File: config.mk
export PLATFORM = sky130hd
export DESIGN_NAME = ctrl_pipe_decoder_flat
export DESIGN_NICKNAME = d
export VERILOG_FILES = /design/src/rtl/ctrl_pipe_decoder_if.sv /design/src/rtl/ctrl_pipe_decoder.sv /design/src/flat_wrapper.sv
export SDC_FILE = /design/constraint.sdc
export NUM_CORES = 1
export LEC_CHECK = 0
export CORE_ASPECT_RATIO = 0.8
export CORE_MARGIN = 8
export CORE_UTILIZATION = 30
export DETAILED_ROUTE_END_ITERATION = 10
export DONT_BUFFER_PORTS = 1
export PLACE_DENSITY_LB_ADDON = 0.12
export SLEW_MARGIN = 20
export SYNTH_ARGS = -nofsm -noshare
export SYNTH_HDL_FRONTEND = slang
export SYNTH_SLANG_ARGS = --single-unit
File: constraint.sdc
create_clock -name clk -period 2.8 [get_ports clk]
set_input_delay 0.84 -clock clk [delete_from_list [all_inputs] [get_ports clk]]
set_output_delay 0.84 -clock clk [all_outputs]
set_load 0.02 [all_outputs]
File: src/rtl/ctrl_pipe_decoder_if.sv
// D-stage bus between the decode stage and the control-pipeline decoder.
// Handshake: the decode stage presents an instruction with in_valid; it is consumed on the
// rising edge unless stall, flush or the returned hazard_stall is high in that same cycle.
interface ctrl_pipe_decoder_if #(
    parameter int RD_W = 5
);
    logic            in_valid;
    logic [6:0]      op;
    logic [RD_W-1:0] rd;
    logic [RD_W-1:0] rs1;
    logic [RD_W-1:0] rs2;
    logic            stall;
    logic            flush;
    logic            hazard_stall;

    modport master (
        output in_valid, op, rd, rs1, rs2, stall, flush,
        input  hazard_stall
    );

    modport slave (
        input  in_valid, op, rd, rs1, rs2, stall, flush,
        output hazard_stall
    );
endinterface

File: src/rtl/ctrl_pipe_decoder.sv
// Pipelined main decoder: opcode -> control word in E, then carried through STAGES-1
// further registered stages to W, with load-use hazard detection and bubble insertion.
module ctrl_pipe_decoder #(
    parameter int STAGES   = 3,
    parameter int RD_W     = 5,
    parameter bit EN_AUIPC = 1'b1
) (
    input  logic                 clk,
    input  logic                 rst,
    ctrl_pipe_decoder_if.slave   d_if,
    output logic                 e_valid,
    output logic                 e_reg_write,
    output logic                 e_alu_src,
    output logic                 e_alu_a_pc,
    output logic                 e_branch,
    output logic [2:0]           e_imm_src,
    output logic [1:0]           e_mem_write,
    output logic [1:0]           e_result_src,
    output logic [1:0]           e_alu_op,
    output logic [1:0]           e_j,
    output logic                 e_illegal,
    output logic [RD_W-1:0]      e_rd,
    output logic                 w_valid,
    output logic                 w_reg_write,
    output logic [1:0]           w_result_src,
    output logic [RD_W-1:0]      w_rd
);
    localparam logic [6:0] OP_LOAD   = 7'b0000011;
    localparam logic [6:0] OP_STORE  = 7'b0100011;
    localparam logic [6:0] OP_IALU   = 7'b0010011;
    localparam logic [6:0] OP_R      = 7'b0110011;
    localparam logic [6:0] OP_LUI    = 7'b0110111;
    localparam logic [6:0] OP_AUIPC  = 7'b0010111;
    localparam logic [6:0] OP_BRANCH = 7'b1100011;
    localparam logic [6:0] OP_JAL    = 7'b1101111;
    localparam logic [6:0] OP_JALR   = 7'b1100111;

    logic       dec_reg_write, dec_alu_src, dec_alu_a_pc, dec_branch, dec_illegal;
    logic [2:0] dec_imm_src;
    logic [1:0] dec_mem_write, dec_result_src, dec_alu_op, dec_j;
    logic       uses_rs1, uses_rs2;

    always_comb begin
        dec_reg_write  = 1'b0;
        dec_alu_src    = 1'b0;
        dec_alu_a_pc   = 1'b0;
        dec_branch     = 1'b0;
        dec_illegal    = 1'b0;
        dec_imm_src    = 3'b000;
        dec_mem_write  = 2'b00;
        dec_result_src = 2'b00;
        dec_alu_op     = 2'b00;
        dec_j          = 2'b00;
        uses_rs1       = 1'b0;
        uses_rs2       = 1'b0;
        case (d_if.op)
            OP_LOAD: begin
                dec_reg_write  = 1'b1;
                dec_alu_src    = 1'b1;
                dec_mem_write  = 2'b01;
                dec_result_src = 2'b01;
                uses_rs1       = 1'b1;
            end
            OP_STORE: begin
                dec_imm_src   = 3'b001;
                dec_alu_src   = 1'b1;
                dec_mem_write = 2'b10;
                uses_rs1      = 1'b1;
                uses_rs2      = 1'b1;
            end
            OP_IALU: begin
                dec_reg_write = 1'b1;
                dec_alu_src   = 1'b1;
                dec_alu_op    = 2'b10;
                uses_rs1      = 1'b1;
            end
            OP_R: begin
                dec_reg_write = 1'b1;
                dec_alu_op    = 2'b10;
                uses_rs1      = 1'b1;
                uses_rs2      = 1'b1;
            end
            OP_LUI: begin
                dec_reg_write = 1'b1;
                dec_imm_src   = 3'b100;
                dec_alu_src   = 1'b1;
                dec_alu_op    = 2'b11;
            end
            OP_AUIPC: begin
                if (EN_AUIPC) begin
                    dec_reg_write = 1'b1;
                    dec_imm_src   = 3'b100;
                    dec_alu_src   = 1'b1;
                    dec_alu_a_pc  = 1'b1;
                end else begin
                    dec_illegal = 1'b1;
                end
            end
            OP_BRANCH: begin
                dec_imm_src = 3'b010;
                dec_branch  = 1'b1;
                dec_alu_op  = 2'b01;
                uses_rs1    = 1'b1;
                uses_rs2    = 1'b1;
            end
            OP_JAL: begin
                dec_reg_write  = 1'b1;
                dec_imm_src    = 3'b011;
                dec_result_src = 2'b10;
                dec_j          = 2'b01;
            end
            OP_JALR: begin
                dec_reg_write  = 1'b1;
                dec_alu_src    = 1'b1;
                dec_result_src = 2'b10;
                dec_j          = 2'b10;
                uses_rs1       = 1'b1;
            end
            default: dec_illegal = 1'b1;
        endcase
    end

    // Stage-0 (E) registers
    logic            e_valid_q, e_reg_write_q, e_alu_src_q, e_alu_a_pc_q, e_branch_q, e_illegal_q;
    logic [2:0]      e_imm_src_q;
    logic [1:0]      e_mem_write_q, e_result_src_q, e_alu_op_q, e_j_q;
    logic [RD_W-1:0] e_rd_q;

    logic            e_valid_d, e_reg_write_d, e_alu_src_d, e_alu_a_pc_d, e_branch_d, e_illegal_d;
    logic [2:0]      e_imm_src_d;
    logic [1:0]      e_mem_write_d, e_result_src_d, e_alu_op_d, e_j_d;
    logic [RD_W-1:0] e_rd_d;

    logic e_is_load, hazard, accept;

    // A load in E whose rd is read by the D instruction cannot be forwarded in time.
    assign e_is_load = e_valid_q & (e_result_src_q == 2'b01) & (e_rd_q != '0);
    assign hazard    = d_if.in_valid & e_is_load &
                       ((uses_rs1 & (d_if.rs1 == e_rd_q)) | (uses_rs2 & (d_if.rs2 == e_rd_q)));
    assign d_if.hazard_stall = hazard;

    assign accept = d_if.in_valid & ~d_if.flush & ~d_if.stall & ~hazard;

    always_comb begin
        e_valid_d      = accept & ~dec_illegal;
        e_illegal_d    = accept & dec_illegal;
        e_reg_write_d  = accept & dec_reg_write;
        e_alu_src_d    = accept & dec_alu_src;
        e_alu_a_pc_d   = accept & dec_alu_a_pc;
        e_branch_d     = accept & dec_branch;
        e_imm_src_d    = accept ? dec_imm_src    : 3'b000;
        e_mem_write_d  = accept ? dec_mem_write  : 2'b00;
        e_result_src_d = accept ? dec_result_src : 2'b00;
        e_alu_op_d     = accept ? dec_alu_op     : 2'b00;
        e_j_d          = accept ? dec_j          : 2'b00;
        e_rd_d         = (accept & dec_reg_write) ? d_if.rd : '0;
    end

    always_ff @(posedge clk) begin
        if (rst) begin
            e_valid_q      <= 1'b0;
            e_reg_write_q  <= 1'b0;
            e_alu_src_q    <= 1'b0;
            e_alu_a_pc_q   <= 1'b0;
            e_branch_q     <= 1'b0;
            e_illegal_q    <= 1'b0;
            e_imm_src_q    <= 3'b000;
            e_mem_write_q  <= 2'b00;
            e_result_src_q <= 2'b00;
            e_alu_op_q     <= 2'b00;
            e_j_q          <= 2'b00;
            e_rd_q         <= '0;
        end else begin
            e_valid_q      <= e_valid_d;
            e_reg_write_q  <= e_reg_write_d;
            e_alu_src_q    <= e_alu_src_d;
            e_alu_a_pc_q   <= e_alu_a_pc_d;
            e_branch_q     <= e_branch_d;
            e_illegal_q    <= e_illegal_d;
            e_imm_src_q    <= e_imm_src_d;
            e_mem_write_q  <= e_mem_write_d;
            e_result_src_q <= e_result_src_d;
            e_alu_op_q     <= e_alu_op_d;
            e_j_q          <= e_j_d;
            e_rd_q         <= e_rd_d;
        end
    end

    // Later stages shift every cycle; a stall only ever injects bubbles at E.
    logic [STAGES-1:1] p_valid_q, p_reg_write_q;
    logic [1:0]        p_result_src_q [STAGES-1:1];
    logic [RD_W-1:0]   p_rd_q         [STAGES-1:1];

    always_ff @(posedge clk) begin
        if (rst) begin
            p_valid_q     <= '0;
            p_reg_write_q <= '0;
            for (int k = 1; k < STAGES; k++) begin
                p_result_src_q[k] <= 2'b00;
                p_rd_q[k]         <= '0;
            end
        end else begin
            p_valid_q[1]      <= e_valid_q;
            p_reg_write_q[1]  <= e_reg_write_q;
            p_result_src_q[1] <= e_result_src_q;
            p_rd_q[1]         <= e_rd_q;
            for (int k = 2; k < STAGES; k++) begin
                p_valid_q[k]      <= p_valid_q[k-1];
                p_reg_write_q[k]  <= p_reg_write_q[k-1];
                p_result_src_q[k] <= p_result_src_q[k-1];
                p_rd_q[k]         <= p_rd_q[k-1];
            end
        end
    end

    assign e_valid      = e_valid_q;
    assign e_reg_write  = e_reg_write_q;
    assign e_alu_src    = e_alu_src_q;
    assign e_alu_a_pc   = e_alu_a_pc_q;
    assign e_branch     = e_branch_q;
    assign e_imm_src    = e_imm_src_q;
    assign e_mem_write  = e_mem_write_q;
    assign e_result_src = e_result_src_q;
    assign e_alu_op     = e_alu_op_q;
    assign e_j          = e_j_q;
    assign e_illegal    = e_illegal_q;
    assign e_rd         = e_rd_q;

    assign w_valid      = p_valid_q[STAGES-1];
    assign w_reg_write  = p_reg_write_q[STAGES-1];
    assign w_result_src = p_result_src_q[STAGES-1];
    assign w_rd         = p_rd_q[STAGES-1];
endmodule

File: src/flat_wrapper.sv
// flat-port wrapper written by rule: the top's interface ports become plain ports
module ctrl_pipe_decoder_flat 
#(
    parameter int STAGES   = 3,
    parameter int RD_W     = 5,
    parameter bit EN_AUIPC = 1'b1
)
  (clk, rst, e_valid, e_reg_write, e_alu_src, e_alu_a_pc, e_branch, e_imm_src, e_mem_write, e_result_src, e_alu_op, e_j, e_illegal, e_rd, w_valid, w_reg_write, w_result_src, w_rd, d_if_in_valid, d_if_op, d_if_rd, d_if_rs1, d_if_rs2, d_if_stall, d_if_flush, d_if_hazard_stall);
  ctrl_pipe_decoder_if #(.RD_W(RD_W)) d_if_i ();
  input  logic clk;
  input  logic rst;
  output logic e_valid;
  output logic e_reg_write;
  output logic e_alu_src;
  output logic e_alu_a_pc;
  output logic e_branch;
  output logic [2:0] e_imm_src;
  output logic [1:0] e_mem_write;
  output logic [1:0] e_result_src;
  output logic [1:0] e_alu_op;
  output logic [1:0] e_j;
  output logic e_illegal;
  output logic [RD_W-1:0] e_rd;
  output logic w_valid;
  output logic w_reg_write;
  output logic [1:0] w_result_src;
  output logic [RD_W-1:0] w_rd;
  input wire logic [$bits(d_if_i.in_valid)-1:0] d_if_in_valid;
  input wire logic [$bits(d_if_i.op)-1:0] d_if_op;
  input wire logic [$bits(d_if_i.rd)-1:0] d_if_rd;
  input wire logic [$bits(d_if_i.rs1)-1:0] d_if_rs1;
  input wire logic [$bits(d_if_i.rs2)-1:0] d_if_rs2;
  input wire logic [$bits(d_if_i.stall)-1:0] d_if_stall;
  input wire logic [$bits(d_if_i.flush)-1:0] d_if_flush;
  output wire logic [$bits(d_if_i.hazard_stall)-1:0] d_if_hazard_stall;
  assign d_if_i.in_valid = d_if_in_valid;
  assign d_if_i.op = d_if_op;
  assign d_if_i.rd = d_if_rd;
  assign d_if_i.rs1 = d_if_rs1;
  assign d_if_i.rs2 = d_if_rs2;
  assign d_if_i.stall = d_if_stall;
  assign d_if_i.flush = d_if_flush;
  assign d_if_hazard_stall = d_if_i.hazard_stall;
  ctrl_pipe_decoder #(.STAGES(STAGES), .RD_W(RD_W), .EN_AUIPC(EN_AUIPC)) u_core (.clk(clk), .rst(rst), .d_if(d_if_i), .e_valid(e_valid), .e_reg_write(e_reg_write), .e_alu_src(e_alu_src), .e_alu_a_pc(e_alu_a_pc), .e_branch(e_branch), .e_imm_src(e_imm_src), .e_mem_write(e_mem_write), .e_result_src(e_result_src), .e_alu_op(e_alu_op), .e_j(e_j), .e_illegal(e_illegal), .e_rd(e_rd), .w_valid(w_valid), .w_reg_write(w_reg_write), .w_result_src(w_result_src), .w_rd(w_rd));
endmodule
==> summary.txt <==
Max H-tree Level: 2
top post-synthesis cells by area: dfxtp_1 54%, nor2b_1 8.5%, xor2_1 4.8%
drt pass-1 iters: 4
Worst Path Arrival: 1810 ps
Starting Density: 31.6%
all-layer global routing usage: 9.64%
Via density: 4.83
Chip Height: 78.6 um
Die Wd: 94.3 um
remaining global-route overflow: 0
WHS Path Cells: 1
row count: 22
CP startpoint kind: input port
Critical Path Start: d_if_rs1[0]
VDD IR max: 0.000236 V
register bit count reported by yosys: 40
reg-to-reg slack, setup: 830 ps
CTS tree: done
HPWL Detailed: 2.70 mm
CP peak stage delay: 340 ps
final max-slew violation count: 0
Switching Share: 18.2%
Placed Cells: 201
max_cap viols: 0
Initial DRC Count: 36
Reg power frac: 49.9%
final hold vios: 0
Worst slew margin: 46.8%
Synth-to-Final Area Change: 14.6%
Leakage Power: 0.608 nW
Critical Path End: d_if_hazard_stall
placed inst area: 1550 um^2
Max Clk Rate: 0.377 GHz
worst endpoint required time: 1960 ps
Synth area leader: dfxtp_1
synthesized instance count: 142
clock power share: 47.1%
CTS Hold Bufs: 0
Slew @ Worst Pin: 791 ps
mapped cell area: 1470 um^2
I/O Buffers: 0
IO Pins: 59
CTS Root Cell: clkbuf_8
DRT Wirelength: 3.58 mm
CP Max Fanout: 2
Crit path max-delay family: simple AND/OR/NAND/NOR gates
Final Net Count: 175
Critical R2R Capture: u_core.e_reg_write$_SDFF_PP0_
Yosys cell types: 34
syn_area_per_cell: 10.4 um^2
CP bufs+invs: 0
post-route minimum period: 2650 ps
Synth Net Count: 169
kind of critical path: input port to primary output
clock slew at reported path FFs: 70 ps
CTS Buf Count: 5
min-delay worst type: register to register
largest net degree at the start of global routing: 20
combinational fraction of design power: 3.0%
switching pwr: 0.000208 W
Antenna Nets Post-Route: 0
Final Non-Filler Cells: 211
total core area: 4650 um^2
post-CTS sizing: 0
post-synthesis sequential area ratio: 54.5%
Synth warnings: 0
RR Startpoint: u_core.e_rd[1]$_SDFF_PP0_
CP Capture Type: primary output
setup tns final: 0 ps
top cell type's share of synthesized area: 54.5%
full die area: 7410 um^2
FF-to-FF path depth: 6
DP Worst Slack: 85.9 ps
endpoints failing setup: 0
number of global-route vias before repair: 1,007
first-pass GRT wire length: 5.46 mm
Max clock buf depth: 2
fraction of layout cells with a size suffix above 1: 11.5%
Crit. path cell count: 4
Power Internal: 0.000936 W
slowest CP cell: a31oi_4
final design instance area without fill: 1690 um^2
CP Cell Sequence: xor2_1 > nor3_1 > nand4_1 > a31oi_4
antenna violations before repair: 3
period utilization: 94.7%
PwrDens: 679 nW/um^2
RePlAce Congestion: 0.793
number of remaining DRC errors: 0
total setup buffers inserted after CTS: 0
per-cell routed wire length: 17.0 um
worst setup slack after layout: 149 ps
vias: 1,019
run status: completed
clock skew: 7.72 ps
Worst-Skew Late Latency: 280 ps
unrepaired setup endpoints after global routing: false
clock sink count: 40
## cell families (layout without fill, tap and decap cells)
logic type | count (synthesis) | in the layout | share of synthesized area, %
buf+inv | 10 | 16 | 3.83
flops | 40 | 40 | 54.5
compound gates | 15 | 15 | 8.08
other cells | 0 | 3 | 0
simple gates | 67 | 67 | 27.7
xor+xnor | 10 | 10 | 5.96
## area by class of cell
cell class / instances / area, um^2
inverters: 2 / 7.51
multi-input cells: 92 / 613
repair buffers: 7 / 52.6
fillers: 462 / 2970
clock buffers: 5 / 68.8
flip-flops and latches: 40 / 801
clock inverters: 2 / 60.1
diodes: 3 / 7.51
well taps: 60 / 75.1
## layout by cell type, fill, tap and decap left out
| cell | count |
|---|---|
| nor4_1 | 6 |
| or4_1 | 2 |
| or4b_1 | 1 |
| and2b_1 | 1 |
| nor3_1 | 9 |
| buf_4 | 7 |
| nand3_1 | 5 |
| o221ai_1 | 1 |
| nor3b_1 | 1 |
| dfxtp_1 | 40 |
| bufinv_16 | 2 |
| nand2_1 | 5 |
| nand4_1 | 2 |
| or2_0 | 1 |
| a31oi_4 | 1 |
| xor2_1 | 8 |
| xnor2_1 | 2 |
| a21boi_0 | 1 |
| o21ai_1 | 1 |
| nand2b_1 | 2 |
| clkbuf_8 | 5 |
| or2_1 | 1 |
| and4b_1 | 1 |
| nand4b_1 | 1 |
| o31ai_1 | 1 |
| nor2b_1 | 20 |
| a211oi_2 | 1 |
| nor4b_1 | 5 |
| a21oi_1 | 3 |
| o21ai_0 | 4 |
| a31oi_1 | 1 |
| diode_2 | 3 |
| a2111oi_2 | 1 |
| inv_1 | 2 |
| nor2_1 | 4 |
## layer usage
layer / wire (um) / up-vias / track usage [%]
li1: - / 508 / -
met5: 0 / - / 0
met4: 52 / 0 / 4.42
met2: 1630 / 39 / 14.1
met1: 1440 / 467 / 10.7
met3: 460 / 5 / 6.18
## sequential cells by signal (all words and copies together), names as in the netlist
signal	count
u_core.e_valid	1
u_core.e_reg_write	1
u_core.e_j	2
u_core.e_rd	5
u_core.e_alu_src	1
u_core.p_rd_q	10
u_core.p_valid_q	2
u_core.e_alu_op	2
u_core.p_reg_write_q	2
u_core.e_illegal	1
u_core.p_result_src_q	4
u_core.e_result_src	2
u_core.e_mem_write	2
u_core.e_branch	1
u_core.e_imm_src	3
u_core.e_alu_a_pc	1
## power by group through the flow
stage / registers [W] / logic [W] / clock network [W]
6_report: 0.000571 / 0.0000340 / 0.000539
3_5_place_dp: 0.000585 / 0.0000340 / 0
3_3_place_gp: 0.000585 / 0.0000339 / 0
4_1_cts: 0.000571 / 0.0000343 / 0.000557
5_1_grt: 0.000571 / 0.0000389 / 0.000577
2_1_floorplan: 0.000584 / 0.0000337 / 0
## per-stage QoR
stage	utilization, %	power (W)	hold WS [ps]
floorplan	-	0.000618	414
global placement	33.3	0.000618	418
detailed placement	33.3	0.000619	423
CTS	36.1	0.00116	442
global route	36.2	0.00119	453
finish	36.2	0.00114	441
## synthesized netlist by cell type
cell / instances
nand4b_1: 1
a31oi_4: 1
dfxtp_1: 40
a2111oi_2: 1
buf_6: 2
xor2_1: 8
nand2b_1: 2
buf_2: 3
nor3_1: 9
a211oi_2: 1
o21ai_0: 4
or2_0: 1
nor2_1: 4
a21boi_0: 1
nor3b_1: 1
o31ai_1: 1
xnor2_1: 2
nand4_1: 2
clkbuf_1: 3
inv_1: 2
a31oi_1: 1
o221ai_1: 1
and4b_1: 1
o21ai_1: 1
and2b_1: 1
nand2_1: 5
or4_1: 2
nor4b_1: 5
or2_1: 1
a21oi_1: 3
nand3_1: 5
or4b_1: 1
nor4_1: 6
nor2b_1: 20
## how the worst min path moves through the flow
| stage | endpoint | from |
|---|---|---|
| floorplan | u_core.p_rd_q[2][0]$_SDFF_PP0_ | u_core.p_rd_q[1][0]$_SDFF_PP0_ |
| global placement | u_core.p_valid_q[2]$_SDFF_PP0_ | u_core.p_valid_q[1]$_SDFF_PP0_ |
| detailed placement | u_core.p_valid_q[2]$_SDFF_PP0_ | u_core.p_valid_q[1]$_SDFF_PP0_ |
| CTS | u_core.p_valid_q[2]$_SDFF_PP0_ | u_core.p_valid_q[1]$_SDFF_PP0_ |
| global route | u_core.p_rd_q[2][3]$_SDFF_PP0_ | u_core.p_rd_q[1][3]$_SDFF_PP0_ |
| finish | u_core.p_valid_q[2]$_SDFF_PP0_ | u_core.p_valid_q[1]$_SDFF_PP0_ |
## worst register-to-register path: stages, from the launching register on
cell     delay, ps
dfxtp_1        530
xor2_1         110
nor3_1         260
nand4_1        200
a31oi_4        340
buf_4          300
nor3_1         100
(Power assumes the default switching activity.)
